<file path="src/rtl/gate_sweep_ctrl.sv">
// Truth-table sequencer for a 2-input combinational gate.
// Drives {a,b} = 00..11, waits SETTLE_CYCLES per vector, samples y and records mismatches.
module gate_sweep_ctrl #(
  parameter int unsigned SETTLE_CYCLES = 2,
  parameter logic [3:0]  TRUTH         = 4'b0110
) (
  input  logic       clk,
  input  logic       rst_n,
  input  logic       start,
  input  logic       abort,
  output logic       gate_a,
  output logic       gate_b,
  input  logic       gate_y,
  output logic       busy,
  output logic       done,
  output logic       pass,
  output logic [2:0] err_count,
  output logic       fail_valid,
  output logic [1:0] first_fail_idx
);

  localparam int unsigned CNT_W = 4;
  localparam int unsigned ERR_W = 3;
  localparam int unsigned IDX_W = 2;

  localparam logic [2:0] S_IDLE   = 3'd0;
  localparam logic [2:0] S_DRIVE  = 3'd1;
  localparam logic [2:0] S_SETTLE = 3'd2;
  localparam logic [2:0] S_SAMPLE = 3'd3;
  localparam logic [2:0] S_DONE   = 3'd4;

  logic [2:0]       r_state;
  logic [2:0]       w_state_nxt;
  logic [IDX_W-1:0] r_idx;
  logic [IDX_W-1:0] w_idx_nxt;
  logic [CNT_W-1:0] r_cnt;
  logic [CNT_W-1:0] w_cnt_nxt;
  logic [ERR_W-1:0] r_err;
  logic [ERR_W-1:0] w_err_nxt;
  logic             r_fail_valid;
  logic             w_fail_valid_nxt;
  logic [IDX_W-1:0] r_first_fail;
  logic [IDX_W-1:0] w_first_fail_nxt;
  logic             r_pass;
  logic             w_pass_nxt;
  logic             r_busy;
  logic             w_busy_nxt;
  logic             r_done;
  logic             r_gate_a;
  logic             r_gate_b;
  logic             w_mismatch;

  assign w_mismatch = gate_y ^ TRUTH[r_idx];

  // State register
  always_ff @(posedge clk or negedge rst_n) begin
    if (!rst_n) r_state <= S_IDLE;
    else        r_state <= w_state_nxt;
  end

  // Next-state and next datapath values; abort always wins while sweeping
  always_comb begin
    w_state_nxt      = r_state;
    w_idx_nxt        = r_idx;
    w_cnt_nxt        = r_cnt;
    w_err_nxt        = r_err;
    w_fail_valid_nxt = r_fail_valid;
    w_first_fail_nxt = r_first_fail;
    w_pass_nxt       = r_pass;
    case (r_state)
      S_IDLE: begin
        if (start && !abort) begin
          w_state_nxt      = S_DRIVE;
          w_idx_nxt        = '0;
          w_err_nxt        = '0;
          w_fail_valid_nxt = 1'b0;
          w_first_fail_nxt = '0;
          w_pass_nxt       = 1'b0;
        end
      end
      S_DRIVE: begin
        if (abort) begin
          w_state_nxt = S_IDLE;
          w_pass_nxt  = 1'b0;
        end else begin
          w_cnt_nxt   = CNT_W'(SETTLE_CYCLES);
          w_state_nxt = (SETTLE_CYCLES == 0) ? S_SAMPLE : S_SETTLE;
        end
      end
      S_SETTLE: begin
        if (abort) begin
          w_state_nxt = S_IDLE;
          w_pass_nxt  = 1'b0;
        end else if (r_cnt <= CNT_W'(1)) begin
          w_state_nxt = S_SAMPLE;
        end else begin
          w_cnt_nxt = r_cnt - CNT_W'(1);
        end
      end
      S_SAMPLE: begin
        if (abort) begin
          w_state_nxt = S_IDLE;
          w_pass_nxt  = 1'b0;
        end else begin
          if (w_mismatch) begin
            w_err_nxt = r_err + ERR_W'(1);
            if (!r_fail_valid) begin
              w_fail_valid_nxt = 1'b1;
              w_first_fail_nxt = r_idx;
            end
          end
          if (r_idx == IDX_W'(3)) begin
            w_state_nxt = S_DONE;
            w_pass_nxt  = (w_err_nxt == '0);
          end else begin
            w_idx_nxt   = r_idx + IDX_W'(1);
            w_state_nxt = S_DRIVE;
          end
        end
      end
      S_DONE:  w_state_nxt = S_IDLE;
      default: w_state_nxt = S_IDLE;
    endcase
  end

  assign w_busy_nxt = (w_state_nxt == S_DRIVE) || (w_state_nxt == S_SETTLE) ||
                      (w_state_nxt == S_SAMPLE);

  // Registered outputs; gate drive follows the vector being entered
  always_ff @(posedge clk or negedge rst_n) begin
    if (!rst_n) begin
      r_idx        <= '0;
      r_cnt        <= '0;
      r_err        <= '0;
      r_fail_valid <= 1'b0;
      r_first_fail <= '0;
      r_pass       <= 1'b0;
      r_busy       <= 1'b0;
      r_done       <= 1'b0;
      r_gate_a     <= 1'b0;
      r_gate_b     <= 1'b0;
    end else begin
      r_idx        <= w_idx_nxt;
      r_cnt        <= w_cnt_nxt;
      r_err        <= w_err_nxt;
      r_fail_valid <= w_fail_valid_nxt;
      r_first_fail <= w_first_fail_nxt;
      r_pass       <= w_pass_nxt;
      r_busy       <= w_busy_nxt;
      r_done       <= (w_state_nxt == S_DONE);
      r_gate_a     <= w_busy_nxt & w_idx_nxt[1];
      r_gate_b     <= w_busy_nxt & w_idx_nxt[0];
    end
  end

  assign gate_a         = r_gate_a;
  assign gate_b         = r_gate_b;
  assign busy           = r_busy;
  assign done           = r_done;
  assign pass           = r_pass;
  assign err_count      = r_err;
  assign fail_valid     = r_fail_valid;
  assign first_fail_idx = r_first_fail;

endmodule

</file>
<file path="config.mk">
export PLATFORM = sky130hd
export DESIGN_NAME = gate_sweep_ctrl
export DESIGN_NICKNAME = d
export VERILOG_FILES = /design/src/rtl/gate_sweep_ctrl.sv
export SDC_FILE = /design/constraint.sdc
export NUM_CORES = 1
export LEC_CHECK = 0
export ABC_CLOCK_PERIOD_IN_PS = 2370
export BUFFER_PORTS_ARGS = -buffer_cell sky130_fd_sc_hd__buf_2
export CORE_MARGIN = 10
export CORE_UTILIZATION = 50
export CTS_BUF_LIST = sky130_fd_sc_hd__clkbuf_4 sky130_fd_sc_hd__clkbuf_8 sky130_fd_sc_hd__clkbuf_16
export CTS_CLUSTER_SIZE = 12
export DETAILED_ROUTE_END_ITERATION = 7
export PLACE_DENSITY = 0.71
export SYNTH_ARGS = -nofsm -noshare
export SYNTH_HDL_FRONTEND = slang
export SYNTH_SLANG_ARGS = --single-unit
</file>
<file path="constraint.sdc">
create_clock -name clk -period 2.37 [get_ports clk]
set_input_delay 0 -clock clk [delete_from_list [all_inputs] [get_ports clk]]
set_output_delay 0 -clock clk [all_outputs]
set_load 0.02 [all_outputs]
</file>
==> results of run 1 <==
==> cell families (layout without fill, tap and decap cells) <==
family	Yosys count	count (layout)	share of synthesized area
and+or+nand+nor	39	39	0.212
AOI/OAI and AO/OA	32	32	0.183
DFF	20	20	0.442
buffers and inverters	14	31	0.0542
adders and majority gates	6	6	0.0664
xor gates and xnor gates	3	3	0.0232
muxes	2	2	0.0188
==> final cells by class <==
type / count / area share
repair buffers: 17 / 0.0747
multi-input cells: 82 / 0.447
well taps: 28 / 0.0275
inverters: 10 / 0.0295
flip-flops and latches: 20 / 0.393
clock buffers: 4 / 0.0285
==> layer usage <==
layer	vias to the layer above	track usage	wire length (um)
li1	441	-	-
met1	430	0.126	1010
met2	21	0.169	1010
met3	4	0.0314	130
met4	0	0.0385	25
met5	-	0	0
==> state kept, by name (all words and copies together) (netlist names) <==
| name | cells |
|---|---|
| r_cnt | 4 |
| err_count | 3 |
| r_state | 3 |
| first_fail_idx | 2 |
| r_idx | 2 |
| busy | 1 |
| done | 1 |
| fail_valid | 1 |
| gate_a | 1 |
| gate_b | 1 |
| pass | 1 |
==> placed cells by master, fill, tap and decap left out, types with 3 or more instances in the layout <==
cell type   n
a21oi_1     6
a22o_1      4
buf_2      15
clkbuf_4    3
dfrtp_1    20
ha_1        6
inv_1       8
nand2_1    12
nand2b_1    3
nor2_1      3
nor3_1      4
nor3b_1     3
o21ai_0     6
o21ai_1     4
==> path summary, 6_finish.rpt <==
| kind | cells past startpoint | to | from | slack (ns) |
|---|---|---|---|---|
| min in group asynchronous | 2 | r_cnt[0]$_DFFE_PN0P_ | rst_n | 0.16 |
| setup / recovery | 6 | first_fail_idx[1]$_DFFE_PN0P_ | r_idx[0]$_DFF_PN0_ | 0.51 |
| hold / removal | 3 | busy$_DFF_PN0_ | start | 0.05 |
| max in group asynchronous | 2 | r_idx[1]$_DFF_PN0_ | rst_n | 1.90 |
| setup reg to reg | 6 | first_fail_idx[1]$_DFFE_PN0P_ | r_idx[0]$_DFF_PN0_ | 0.51 |
| hold reg to reg | 1 | first_fail_idx[0]$_DFFE_PN0P_ | first_fail_idx[0]$_DFFE_PN0P_ | 0.52 |
==> synth_stat cells, types with 2 or more instances <==
master	number
dfrtp_1	20
nand2_1	12
inv_1	8
a21oi_1	6
ha_1	6
o21ai_0	6
a22o_1	4
nor3_1	4
o21ai_1	4
nand2b_1	3
nor2_1	3
nor3b_1	3
a31oi_1	2
buf_4	2
inv_2	2
nor4_1	2
or2_1	2
xor2_1	2
==> critical path, stage by stage (launching register included) <==
cell and delay, ns:
dfrtp_1 0.43, inv_1 0.06, ha_1 0.30, xor2_1 0.34, nand2b_1 0.12, nor4_1 0.33
a22o_1 0.21
==> power groups by stage <==
stage	sequential [W]	combinational [W]	clock, W
2_1_floorplan	0.000440	0.000235	0
3_3_place_gp	0.000469	0.000255	0
4_1_cts	0.000464	0.000265	0.000203
6_report	0.000466	0.000263	0.000196
3_5_place_dp	0.000472	0.000261	0
5_1_grt	0.000477	0.000309	0.000219
==> what timing repair did <==
action,4_1_cts,5_1_grt
endpoints found under the setup margin,0,0
resized for setup,0,0
hold endpoints to repair,22,0
hold buffers,2,0
==> through the flow <==
step | std cells | setup slack (ns) | power, W
2_1_floorplan | 116 | 0.713 | 0.000676
3_5_place_dp | 155 | 0.528 | 0.000733
4_1_cts | 161 | 0.512 | 0.000933
5_1_grt | 161 | 0.410 | 0.00100
6_report | 161 | 0.514 | 0.000926
3_3_place_gp | 155 | 0.617 | 0.000724
==> results.tsv, run 1 <==
metric	value	unit
syn_nets	127	
ioPinCount	16	
yosys_most_used_dff	dfrtp_1	
n_antenna_cell	0	
synth_top_cell_area_share	0.442	
root_buffer	clkbuf_4	
whs	0.0526	ns
antenna_found_initial	0	
worstSkewPairLatency	0.30	ns
cts_buffer_depth	2	
period_share	0.783	
power.static_leakage	0.624	nW
numCtsBuffers	3	
io_buffers	15	
drt.antenna.violating_nets	0	
rows	17	
path_class	reg2reg	
htreeDepth	1	
wirelength	2170	um
worst_setup_path_start_kind	flip-flop	
drtIter0Drc	59	
seqCellArea	500	sq um
fill_cells	193	
coreArea	2190	sq um
cts_tree	yes	
p_comb_frac	0.285	
clock_power_share	0.212	
hold_class	in2reg	
initial_utilization	0.516	
seq_power_share	0.503	
switching_share	0.352	
synth_cells	116	
synthesis.area	1130	sq um
max_freq	539	MHz
synthToLayoutAreaGrowth	12.6	%
peakVddDrop	395	uV
yosys_warnings	0	
endpoint_kind	flip-flop	
synth_seq_cells	20	
dieHeight	67.6	um
wl_per_cell	13.5	um
final_cell_area	1270	sq um
vias_per_cell	5.57	
ys_types	43	
die_area	4560	sq um
cts_sinks	20	
firstDrtPassIters	4	
slew_violations	0	
grt_pass1_vias	873	
cts.clk_slew.worst_paths	0.11	ns
routabilityCongestion	0.744	
grt_max_degree	21	
setup_viol	0	
required	2.61	ns
worst-path-max-fanout	5	
vias	896	
drive_gt1_frac	0.203	
multi_input_area	569	sq um
fin_crit	1.86	ns
cts_setup_buffers	0	
grt.overflow.total	0	
power_switching	0.000326	W
placed_area	1220	sq um
slew_headroom	0.669	
seq_area_frac_synth	0.442	
worstMarginPinSlew	0.496	ns
grt_pass1_wl	3780	um
final_nets	145	
grt_use_total	0.104	
die_w	67.6	um
final-hold-violation-count	0	
status	completed	
skew	0.00435	ns
p_int	0.000600	W
dp_hpwl	1610	um
drc	0	
cp.arrival	2.10	ns
synth_top_area_cell	dfrtp_1	
maxCapViolCount	0	
async_flop_share	1.00	
grt_setup_unrepaired	no	
syn_avg_cell_area	9.75	sq um
synth_area_leaders	dfrtp_1 (44%), ha_1 (6.6%), nand2_1 (4.0%)	
tns	0	ns
p_per_area	727	nW/um^2
synth_edf_count	0	
utilization	0.581	
(Power assumes the default switching activity.)
==> inputs of run 2 (changes only) <==
--- a/config.mk
+++ b/config.mk
@@ -5,14 +5,14 @@
 export SDC_FILE = /design/constraint.sdc
 export NUM_CORES = 1
 export LEC_CHECK = 0
-export ABC_CLOCK_PERIOD_IN_PS = 2370
+export ABC_CLOCK_PERIOD_IN_PS = 1600
 export BUFFER_PORTS_ARGS = -buffer_cell sky130_fd_sc_hd__buf_2
 export CORE_MARGIN = 10
 export CORE_UTILIZATION = 50
 export CTS_BUF_LIST = sky130_fd_sc_hd__clkbuf_4 sky130_fd_sc_hd__clkbuf_8 sky130_fd_sc_hd__clkbuf_16
 export CTS_CLUSTER_SIZE = 12
 export DETAILED_ROUTE_END_ITERATION = 7
-export PLACE_DENSITY = 0.71
+export PLACE_DENSITY = 0.74
 export SYNTH_ARGS = -nofsm -noshare
 export SYNTH_HDL_FRONTEND = slang
 export SYNTH_SLANG_ARGS = --single-unit
==> constraint.sdc (replaced) <==
create_clock -name clk -period 1.6 [get_ports clk]
set_input_delay 0 -clock clk [delete_from_list [all_inputs] [get_ports clk]]
set_output_delay 0 -clock clk [all_outputs]
set_load 0.02 [all_outputs]
==> results.tsv, run 2 (synthesis results as in run 1) <==
metric	value	unit
final-hold-violation-count	0	
coreArea	2190	sq um
fin_crit	1.56	ns
dp_hpwl	1850	um
n_antenna_cell	0	
rows	17	
vias_per_cell	5.46	
power.static_leakage	0.692	nW
status	completed	
cp.arrival	1.75	ns
hold_class	in2reg	
grt_pass1_wl	4190	um
initial_utilization	0.516	
slew_violations	0	
wl_per_cell	14.4	um
cts.clk_slew.worst_paths	0.12	ns
cts_tree	yes	
maxCapViolCount	0	
grt_pass1_vias	953	
endpoint_kind	flip-flop	
routabilityCongestion	0.785	
wirelength	2460	um
root_buffer	clkbuf_4	
placed_area	1300	sq um
dieHeight	67.6	um
max_freq	640	MHz
synthToLayoutAreaGrowth	25.9	%
final_nets	155	
skew	0.00767	ns
path_class	reg2reg	
numCtsBuffers	3	
ioPinCount	16	
io_buffers	15	
drt.antenna.violating_nets	0	
worstMarginPinSlew	0.447	ns
peakVddDrop	800	uV
top_register	r_cnt	
antenna_found_initial	0	
slew_headroom	0.700	
setup_ws	0.0370	ns
required	1.79	ns
cts_buffer_depth	2	
grt_max_degree	21	
final_common_cell	dfrtp_1	
drc	0	
cts_sinks	20	
die_w	67.6	um
htreeDepth	1	
period_share	0.977	
fill_cells	173	
vias	933	
grt.overflow.total	0	
grt_use_total	0.116	
final_cell_area	1420	sq um
setup_viol	0	
mostFrequentLayoutCells	dfrtp_1 (20), buf_2 (15), nand2_1 (12)	
utilization	0.650	
drtIter0Drc	62	
die_area	4560	sq um
p_per_area	1120	nW/um^2
worst_setup_path_start_kind	flip-flop	
drive_gt1_frac	0.315	
pre_cts_slack	-0.0205	ns
largest_reg_flops	4	
grt_setup_unrepaired	yes	
firstDrtPassIters	4	
worstSkewPairLatency	0.30	ns
worst-path-max-fanout	5	
## run 2: cell types whose count changed in the layout (fill, tap and decap cells not counted), sizes merged
cell / before / now
buf: 15 / 25
bufinv: 0 / 1
clkbuf: 4 / 3
## run 2: final timing paths
kind / from / to / slack, ns / cells past startpoint
setup / recovery: r_idx[1]$_DFF_PN0_ / pass$_DFFE_PN0P_ / 0.04 / 6
setup reg to reg: r_idx[1]$_DFF_PN0_ / pass$_DFFE_PN0P_ / 0.04 / 6
hold reg to reg: first_fail_idx[1]$_DFFE_PN0P_ / first_fail_idx[1]$_DFFE_PN0P_ / 0.51 / 1
min in group asynchronous: rst_n / r_cnt[2]$_DFFE_PN0P_ / 0.15 / 2
hold / removal: start / busy$_DFF_PN0_ / 0.05 / 3
max in group asynchronous: rst_n / err_count[0]$_DFFE_PN0P_ / 1.14 / 2
## run 2: layout make-up
type	instances	area [sq um]	share of cell area
multi-input cells	82	628	0.441
flip-flops and latches	20	500	0.351
repair buffers	27	170	0.120
inverters	10	37.5	0.0264
well taps	28	35.0	0.0246
clock inverters	1	30.0	0.0211
clock buffers	3	22.5	0.0158
## run 2: metal layers
metal  vias to the layer above  global-route usage  wire length (um)
met3                         2              0.0397               136
li1                        467                   -                 -
met4                         0              0.0359                13
met1                       442               0.132              1060
met5                         -                   0                 0
met2                        22               0.198              1250
## run 2: what timing repair did
item,4_1_cts,5_1_grt
cloned,0,0
pin swaps,0,1
gates resized for setup,2,4
buffers inserted,1,1
hold buffers,2,0
endpoints found under the hold margin,22,0
setup endpoints to repair,3,5
## run 2: where the power goes
part,switching [W],internal (W)
combinational,0.000272,0.000230
sequential,0.000102,0.000574
clock,0.000160,0.000253
## run 2: worst max-delay path, cell delays in order, from the launching register on
cell,delay [ns]
dfrtp_1,0.38
inv_2,0.06
ha_4,0.28
xor2_4,0.20
nor2_2,0.07
a22o_1,0.20
mux2_4,0.26
## run 2: through the flow
step | instances | TNS [ns] | total power [W] | hold WS (ns)
6_report | 171 | 0 | 0.00159 | 0.0457
4_1_cts | 170 | 0 | 0.00157 | 0.0443
2_1_floorplan | 116 | 0 | 0.00102 | -0.296
5_1_grt | 171 | -0.0165 | 0.00170 | 0.0634
3_5_place_dp | 163 | -0.0205 | 0.00114 | -0.0283
3_3_place_gp | 163 | 0 | 0.00112 | -0.0339
==> inputs of run 3 (changes only) <==
--- a/config.mk
+++ b/config.mk
@@ -12,6 +12,7 @@
 export CTS_BUF_LIST = sky130_fd_sc_hd__clkbuf_4 sky130_fd_sc_hd__clkbuf_8 sky130_fd_sc_hd__clkbuf_16
 export CTS_CLUSTER_SIZE = 12
 export DETAILED_ROUTE_END_ITERATION = 7
+export HOLD_SLACK_MARGIN = 0.15
 export PLACE_DENSITY = 0.74
 export SYNTH_ARGS = -nofsm -noshare
 export SYNTH_HDL_FRONTEND = slang
==> results.tsv, run 3 (synthesis results as in run 1) <==
metric	value	unit
status	completed	
cp_slowest_cell	dfrtp_1	
vias_per_cell	5.48	
multi_input_area	628	sq um
cts_buffer_depth	2	
dieHeight	67.6	um
cts.clk_slew.worst_paths	0.12	ns
period_share	0.977	
switching_share	0.335	
firstDrtPassIters	4	
worstSetupStartpoint	r_idx[1]$_DFF_PN0_	
antenna_found_initial	0	
cp.arrival	1.75	ns
fill_cells	171	
drive_gt1_frac	0.313	
critPathTopFamily	flip-flops	
synthToLayoutAreaGrowth	26.8	%
setup_ws	0.0367	ns
dp_hpwl	1850	um
path_class	reg2reg	
p_int	0.00106	W
peakVddDrop	800	uV
p_per_area	1110	nW/um^2
io_buffers	15	
utilization	0.654	
setup_viol	0	
drt.antenna.violating_nets	0	
required	1.79	ns
seqCellArea	500	sq um
largest_reg_flops	4	
ioPinCount	16	
grt_max_degree	21	
final-hold-violation-count	0	
grt_use_total	0.116	
root_buffer	clkbuf_4	
endpoint_kind	flip-flop	
drtIter0Drc	53	
p_comb_frac	0.316	
worstMarginPinSlew	0.447	ns
top_register	r_cnt	
grt_pass1_wl	4210	um
die_w	67.6	um
max_freq	640	MHz
routabilityCongestion	0.785	
grt.overflow.total	0	
mostFrequentLayoutCells	dfrtp_1 (20), buf_2 (15), nand2_1 (12)	
numCtsBuffers	3	
initial_utilization	0.516	
htreeDepth	1	
pre_cts_slack	-0.0205	ns
path_buf_inv	1	
drc	0	
skew	0.00787	ns
worst-path-max-fanout	5	
cpPeakStageDelay	0.38	ns
final_nets	156	
maxCapViolCount	0	
slew_headroom	0.700	
r2r_start	r_idx[1]$_DFF_PN0_	
wl_per_cell	14.3	um
clock_power_share	0.259	
fin_crit	1.56	ns
worst_setup_path_start_kind	flip-flop	
wirelength	2460	um
cts_tree	yes	
coreArea	2190	sq um
hold_class	in2async	
grt_setup_unrepaired	yes	
tns	0	ns
rows	17	
grt_pass1_vias	960	
cp_cell_sequence	inv_2 > ha_4 > xor2_4 > nor2_2 > a22o_1 > mux2_4	
power.static_leakage	0.696	nW
die_area	4560	sq um
worstSkewPairLatency	0.30	ns
n_antenna_cell	0	
seq_power_share	0.425	
final_common_cell	dfrtp_1	
power_switching	0.000534	W
slew_violations	0	
vias	943	
cts_sinks	20	
==> run 3: stage by stage <==
stage          std cells  area (sq um)  hold WS, ns  power (W)
3_3_place_gp         163          1300      -0.0339    0.00112
6_report             172          1430        0.151    0.00159
3_5_place_dp         163          1300      -0.0283    0.00114
5_1_grt              172          1430        0.190    0.00170
2_1_floorplan        116          1160       -0.296    0.00102
4_1_cts              171          1410        0.166    0.00157
==> run 3: routing by layer <==
metal  vias to the layer above  track usage  part of all wire
met2                        24        0.200              0.51
li1                        470            -                 -
met1                       447        0.132              0.43
met3                         2       0.0397             0.055
met5                         -            0                 0
met4                         0       0.0359            0.0053
==> run 3: area by class of cell <==
| type | count | area share |
|---|---|---|
| clock inverters | 1 | 0.0209 |
| flip-flops and latches | 20 | 0.349 |
| multi-input cells | 82 | 0.438 |
| clock buffers | 3 | 0.0157 |
| inverters | 10 | 0.0262 |
| well taps | 28 | 0.0244 |
| repair buffers | 28 | 0.126 |
==> run 3: worst reg2reg max path, cell delays in order (launching register included) <==
cell,delay [ns]
dfrtp_1,0.38
inv_2,0.06
ha_4,0.28
xor2_4,0.20
nor2_2,0.07
a22o_1,0.20
mux2_4,0.26
==> run 3: power by group through the flow <==
stage               Combinational (W)  Sequential, W  Clock, W
floorplan                    0.000362       0.000653         0
global placement             0.000446       0.000672         0
detailed placement           0.000462       0.000677         0
CTS                          0.000484       0.000667  0.000419
global route                 0.000572       0.000690  0.000442
finish                       0.000503       0.000676  0.000413
==> run 3: final timing paths <==
path                                                  to  cells after the start  slack, ns
max                                     pass$_DFFE_PN0P_                      6       0.04
min reg2reg                first_fail_idx[1]$_DFFE_PN0P_                      1       0.51
min                                 r_cnt[2]$_DFFE_PN0P_                      2       0.15
max reg2reg                             pass$_DFFE_PN0P_                      6       0.04
max in group asynchronous       err_count[0]$_DFFE_PN0P_                      2       1.14
min in group clk                  fail_valid$_DFFE_PN0P_                      4       0.19
==> run 3: repair_timing <==
item | CTS | global route
hold buffers | 3 | 0
gates resized for setup | 2 | 4
buffers inserted | 1 | 1
endpoints found under the setup margin | 3 | 5
gates cloned | 0 | 0
hold endpoints to repair | 27 | 0
pin swaps | 0 | 1
